$ cat src/rtl/dmem_responder.sv
// Data-memory responder: RISC-V sized loads/stores against an internal word SRAM,
// answering each accepted access after WAIT_STATES extra cycles with a ready pulse.

module dmem_responder_chk (
   input logic clk,
   input logic reset,
   input logic ready,
   input logic err,
   input logic busy
);

   ap_ready_in_busy: assert property (@(posedge clk) disable iff (!reset) ready |-> busy);
   ap_err_not_busy:  assert property (@(posedge clk) disable iff (!reset) !(err && busy));
   ap_ready_pulse:   assert property (@(posedge clk) disable iff (!reset) ready |=> !ready);
   ap_err_pulse:     assert property (@(posedge clk) disable iff (!reset) err |=> !err);

endmodule

module dmem_responder #(
   parameter int unsigned WAIT_STATES = 1,
   parameter int unsigned ADDR_W      = 9
) (
   input  logic              clk,
   input  logic              reset,
   input  logic              wr,
   input  logic              reade,
   input  logic [ADDR_W-1:0] addr,
   input  logic [2:0]        funct3,
   input  logic [31:0]       wr_data,
   output logic [31:0]       rd_data,
   output logic              ready,
   output logic              err,
   output logic              busy
);

   localparam int unsigned DEPTH    = 2 ** (ADDR_W - 2);
   localparam logic [2:0]  CNT_INIT = 3'(WAIT_STATES);

   typedef enum logic [1:0] {
      ST_IDLE = 2'd0,
      ST_WAIT = 2'd1,
      ST_RESP = 2'd2,
      ST_ERR  = 2'd3
   } state_t;

   function automatic logic code_legal(input logic is_store, input logic [2:0] f3);
      logic ok;
      case (f3)
         3'b000, 3'b001, 3'b010: ok = 1'b1;
         3'b100, 3'b101:         ok = !is_store;
         default:                ok = 1'b0;
      endcase
      return ok;
   endfunction

   function automatic logic addr_aligned(input logic [1:0] lo, input logic [2:0] f3);
      logic ok;
      case (f3[1:0])
         2'b00:   ok = 1'b1;
         2'b01:   ok = !lo[0];
         2'b10:   ok = (lo == 2'b00);
         default: ok = 1'b0;
      endcase
      return ok;
   endfunction

   function automatic logic [3:0] byte_enables(input logic [1:0] lo, input logic [2:0] f3);
      logic [3:0] be;
      case (f3[1:0])
         2'b00:   be = 4'b0001 << lo;
         2'b01:   be = lo[1] ? 4'b1100 : 4'b0011;
         2'b10:   be = 4'b1111;
         default: be = 4'b0000;
      endcase
      return be;
   endfunction

   // Store data is replicated across lanes so the byte enables alone pick the target.
   function automatic logic [31:0] store_lanes(input logic [31:0] wd, input logic [2:0] f3);
      logic [31:0] lanes;
      case (f3[1:0])
         2'b00:   lanes = {4{wd[7:0]}};
         2'b01:   lanes = {2{wd[15:0]}};
         default: lanes = wd;
      endcase
      return lanes;
   endfunction

   function automatic logic [31:0] load_extend(input logic [31:0] word, input logic [1:0] lo,
                                               input logic [2:0] f3);
      logic [7:0]  b;
      logic [15:0] h;
      logic [31:0] res;
      case (lo)
         2'b00:   b = word[7:0];
         2'b01:   b = word[15:8];
         2'b10:   b = word[23:16];
         default: b = word[31:24];
      endcase
      h = lo[1] ? word[31:16] : word[15:0];
      case (f3)
         3'b000:  res = {{24{b[7]}}, b};
         3'b001:  res = {{16{h[15]}}, h};
         3'b100:  res = {24'h000000, b};
         3'b101:  res = {16'h0000, h};
         default: res = word;
      endcase
      return res;
   endfunction

   state_t              state_r, state_nx_s;
   logic [2:0]          cnt_r;
   logic [ADDR_W-1:0]   addr_r;
   logic [2:0]          funct3_r;
   logic [31:0]         wdata_r;
   logic                is_wr_r;
   logic [31:0]         rd_data_r;
   logic                ready_r, err_r, busy_r;
   logic                ready_nx_s, err_nx_s, busy_nx_s;
   logic                req_s, req_ok_s, accept_s, reject_s;
   logic                access_s;
   logic [31:0]         rd_word_s, wmask_s, merged_s;
   logic [3:0]          be_s;
   logic [31:0]         mem_r [0:DEPTH-1];

   // Request qualification while idle.
   always_comb begin
      req_s    = wr | reade;
      req_ok_s = !(wr & reade) && code_legal(wr, funct3) && addr_aligned(addr[1:0], funct3);
      accept_s = (state_r == ST_IDLE) && req_s && req_ok_s;
      reject_s = (state_r == ST_IDLE) && req_s && !req_ok_s;
   end

   // State register.
   always_ff @(posedge clk) begin
      if (!reset) begin
         state_r <= ST_IDLE;
      end else begin
         state_r <= state_nx_s;
      end
   end

   // Next-state logic.
   always_comb begin
      state_nx_s = state_r;
      case (state_r)
         ST_IDLE: begin
            if (reject_s) begin
               state_nx_s = ST_ERR;
            end else if (accept_s) begin
               state_nx_s = ST_WAIT;
            end else begin
               state_nx_s = ST_IDLE;
            end
         end
         ST_WAIT: begin
            if (cnt_r == 3'd0) begin
               state_nx_s = ST_RESP;
            end else begin
               state_nx_s = ST_WAIT;
            end
         end
         ST_RESP: state_nx_s = ST_IDLE;
         ST_ERR:  state_nx_s = ST_IDLE;
         default: state_nx_s = ST_IDLE;
      endcase
   end

   // Output decode from the upcoming state, so the pulses come straight off flops.
   always_comb begin
      ready_nx_s = (state_nx_s == ST_RESP);
      err_nx_s   = (state_nx_s == ST_ERR);
      busy_nx_s  = (state_nx_s == ST_WAIT) || (state_nx_s == ST_RESP);
   end

   // Output registers.
   always_ff @(posedge clk) begin
      if (!reset) begin
         ready_r <= 1'b0;
         err_r   <= 1'b0;
         busy_r  <= 1'b0;
      end else begin
         ready_r <= ready_nx_s;
         err_r   <= err_nx_s;
         busy_r  <= busy_nx_s;
      end
   end

   // Array access on the latched request.
   always_comb begin
      access_s  = (state_r == ST_WAIT) && (cnt_r == 3'd0);
      rd_word_s = mem_r[addr_r[ADDR_W-1:2]];
      be_s      = byte_enables(addr_r[1:0], funct3_r);
      wmask_s   = {{8{be_s[3]}}, {8{be_s[2]}}, {8{be_s[1]}}, {8{be_s[0]}}};
      merged_s  = (rd_word_s & ~wmask_s) | (store_lanes(wdata_r, funct3_r) & wmask_s);
   end

   // Request latch, wait counter and load result.
   always_ff @(posedge clk) begin
      if (!reset) begin
         cnt_r     <= 3'd0;
         addr_r    <= {ADDR_W{1'b0}};
         funct3_r  <= 3'd0;
         wdata_r   <= 32'd0;
         is_wr_r   <= 1'b0;
         rd_data_r <= 32'd0;
      end else begin
         if (accept_s) begin
            cnt_r    <= CNT_INIT;
            addr_r   <= addr;
            funct3_r <= funct3;
            wdata_r  <= wr_data;
            is_wr_r  <= wr;
         end else if ((state_r == ST_WAIT) && (cnt_r != 3'd0)) begin
            cnt_r <= cnt_r - 3'd1;
         end
         if (access_s && !is_wr_r) begin
            rd_data_r <= load_extend(rd_word_s, addr_r[1:0], funct3_r);
         end
      end
   end

   // SRAM write port; contents survive reset but a reset on the access edge blocks the write.
   always_ff @(posedge clk) begin
      if (reset && access_s && is_wr_r) begin
         mem_r[addr_r[ADDR_W-1:2]] <= merged_s;
      end
   end

   assign rd_data = rd_data_r;
   assign ready   = ready_r;
   assign err     = err_r;
   assign busy    = busy_r;

   dmem_responder_chk u_chk (
      .clk   (clk),
      .reset (reset),
      .ready (ready_r),
      .err   (err_r),
      .busy  (busy_r)
   );

endmodule

$ cat config.mk
export PLATFORM = sky130hd
export DESIGN_NAME = dmem_responder
export DESIGN_NICKNAME = d
export VERILOG_FILES = /design/src/rtl/dmem_responder.sv
export SDC_FILE = /design/constraint.sdc
export NUM_CORES = 2
export LEC_CHECK = 0
export ABC_AREA = 1
export BUFFER_PORTS_ARGS = -buffer_cell sky130_fd_sc_hd__buf_2
export CORE_MARGIN = 4
export CORE_UTILIZATION = 55
export DETAILED_ROUTE_END_ITERATION = 10
export HOLD_SLACK_MARGIN = 0.08
export MAX_ROUTING_LAYER = met4
export PLACE_DENSITY = 0.68
export SLEW_MARGIN = 40
export SYNTH_ARGS = -nofsm -noshare
export SYNTH_HDL_FRONTEND = slang
export SYNTH_SLANG_ARGS = --single-unit
$ cat constraint.sdc
create_clock -name clk -period 22 [get_ports clk]
set_clock_uncertainty 0.05 [all_clocks]
set_input_delay 4.4 -clock clk [delete_from_list [all_inputs] [get_ports clk]]
set_output_delay 4.4 -clock clk [all_outputs]
set_load 0.02 [all_outputs]
==> impl_results.md <==
- Initial Util: 0.553
- Hold Buf Count CTS: 0
- Max VDD drop: slightly above 0.00009 V
- Worst Setup End Kind: register
- Row cnt: about 200
- Sequential-to-total area share from yosys stat: 0.751
- Yosys warns: 0
- DRC viols: 0
- Gpl congestion: about 1.1
- Worst path slowest cell: buf_4
- Crit path DAT: 9.12 ns
- Synthesized Nets: 13,175
- Syn Area/Cell: about 13 um^2
- HP Class: register to register
- RSZ-0062 raised after global routing: false
- CTS clk-pin slew, worst paths: 0.06 ns
- Largest net degree at the start of global routing: a little under 200
- Cells after Synth: roughly 13,000
- Cells along the critical path: buf_4 -> buf_4 -> buf_4 -> buf_4 -> buf_4 -> buf_4 -> o21ai_0 -> o22ai_1 -> nand2_1 -> nand3_1 -> nand3_1 -> nand3_1 -> nand3_1 -> nand2_1 -> nand2_1 -> o21ai_4 -> buf_4 -> buf_4
- DR vias: between 100k and 150k
- Setup-failing EPs final: 0
- Top-area cell type share of the netlist area: 0.740
- Post-synthesis async set-or-reset flop share: 0
- Register Area: 125,000 um^2
- IO Pins: 83
- Most frequent cells in the layout: edfxtp_1 (4,096), nor2_1 (1,916), o21ai_0 (1,810)
- CP startpoint kind: register
- H-tree depth: 5
- Worst hold slack: between 0.4 and 0.5 ns
- Relative slew slack: 0.340
- Net Sw Frac: 0.277
- Total track usage: 0.336
- Grt ovf: 0
- Cell mode on critical path: buf_4
- Hold Fails Final Rpt: 0
- #FFs+latches synth: around 4,200
- Final Cycle Share: 0.388
- Worst skew pair latency: roughly 1.0 ns
- First-pass DRT Iterations: 6
- Status: finished clean
- Combinational fraction of design power: 0.140
- CTS Buf Count: about 410
- Power density over the cells: around 100 nW/um^2
- Synth area leader: edfxtp_1
- Internal power: 13.8 mW
- Routed len/inst: around 30 um
- Die Y-Extent: roughly 560 um
- CTS root buf: clkbuf_16
- Fillers: ~22,000
- WL final: roughly 520,000 um
- Final ANT Viol Nets: 0
- Post-cts sizing count: 0
- Most common cell after layout, fill and taps aside: edfxtp_1
- Setup Buffers After CTS: 0
- Peak Freq: 117 MHz
- Number of synthesized flops with an enable pin: between 4,000 and 5,000
- Share of cells above drive strength 1: 0.0973
- Worst EP required: around 23 ns
- Port Buffer Count: 82
- Initial antenna violation count: between 40 and 50
- CTS tree: built
- Detailed router's first-iteration violation count: roughly 17,000
- Final max-slew violation count: 0
- Clock Tree Buf Depth: 4
- Top FF cell, synth: edfxtp_1
- Clock Sinks: 4,188
- Worst-margin pin slew: 0.979 ns
- CP max FO: 76
- Total negative setup slack: 0 ns
- Die area: about 310,000 um^2
- Net switching power: between 5 and 6 mW
- Area growth from synthesis to layout: 12.9%
- Detailed Place HPWL: 306,000 um
- Minimum clock period: 8.54 ns
- CP Class: register to register
- Max incr delay on CP: 0.75 ns
- First-pass GRT wire length: 737,000 um
- Flop pwr share: 0.499
- Mapped cell area: roughly 170,000 um^2
- Leak: 62.3 nW
- Width of the die: ~560 um
- Core outline area: roughly 300,000 um^2
- Vias per std cell: between 6 and 7
- Area of the multi-input gates: ~38,000 um^2
- Max Cap Viol: 0
- Largest cells by area after synthesis: edfxtp_1 (74%), o21ai_0 (5.6%), nor2_1 (4.6%)
- Final nets: around 13,000
- Vias in the first global route: 104,658
- Post-synthesis cell type count: 36
- Clock Power Share: 0.361
-- critical path: cells and delay by family, from the launching register on --
kind	cells	cell delay, ns
buffers and inverters	8	5.10
and+or+nand+nor	7	1.21
DFF	1	0.73
AOI/OAI and AO/OA	3	0.73
-- cell type report --
type	instances	share of cell area
Inverter	93	0.00213
Tap cell	3958	0.0264
Antenna cell	30	0.000400
Clock inverter	258	0.0133
Sequential cell	4188	0.665
Timing Repair Buffer	509	0.0353
Clock buffer	492	0.0566
Multi-Input combinational cell	7898	0.201
-- layer usage --
| metal | vias to the layer above | track usage | share of wire |
|---|---|---|---|
| li1 | 48206 | - | - |
| met1 | 55026 | 0.443 | 0.36 |
| met2 | 7326 | 0.485 | 0.45 |
| met3 | 1233 | 0.0769 | 0.12 |
| met4 | 0 | 0.191 | 0.068 |
| met5 | - | - | 0 |
-- Yosys cell counts (2+ instances only) --
cell type,n
dfxtp_1,92
buf_6,50
buf_2,258
and2_1,3
inv_1,82
nor3b_1,2
o21a_1,3
nor2_1,2052
o21ai_1,106
inv_2,7
clkbuf_2,2
edfxtp_1,4096
ha_1,4
a21oi_1,71
buf_1,114
inv_4,2
a31oi_1,8
nor3_1,2
o22ai_1,908
buf_4,138
nand2_1,1594
o21ai_0,1846
clkbuf_1,380
clkinv_1,2
nand3_1,1290
-- kinds of logic (layout without fill, tap and decap cells) --
group	count (synthesis)	count (layout)	share of synthesized area
simple gates	4947	4947	0.122
other cells	0	30	0
flops	4188	4188	0.751
compound gates	2946	2946	0.0957
buf+inv	1037	1352	0.0310
xor+xnor	1	1	0.0000527
fa+ha+maj	4	4	0.000301
-- stage by stage --
step | instances | utilization | power (mW) | worst slack [ns] | instance area (um^2)
floorplan | 13123 | - | 11.1 | 13.94 | 166000
finish | 17426 | 0.625 | 19.0 | 13.46 | 188000
global route | 17417 | 0.625 | 19.5 | 13.22 | 188000
detailed placement | 16638 | 0.580 | 12.2 | 13.65 | 174000
global placement | 16437 | 0.566 | 12.1 | 13.54 | 170000
CTS | 17388 | 0.624 | 19.0 | 13.90 | 187000
-- power groups by stage --
stage	logic, mW	registers, mW	clock network (mW)
final	2.66	9.50	6.87
after global routing	2.75	9.49	7.27
after CTS	2.55	9.50	6.91
after detailed placement	2.55	9.67	0
after global placement	2.47	9.67	0
after floorplan	1.20	9.91	0
-- sequential cells by signal, summed over array words and instances (netlist names), named ones only --
name,flops
mem_r,4096
rd_data,32
wdata_r,32
addr_r,9
cnt_r,3
funct3_r,3
state_r,2
busy,1
err,1
is_wr_r,1
ready,1
-- final timing paths --
kind	start	endpoint	slack, ns	cells after the start
worst max-delay path	register	mem_r[47][10]	13.46	18
worst min-delay path	wdata_r[10]	wdata_r[10]	0.44	2
worst max register to register	register	mem_r[47][10]	13.46	18
worst min register to register	wdata_r[10]	wdata_r[10]	0.44	2
Power figures use the tool's default switching activity.
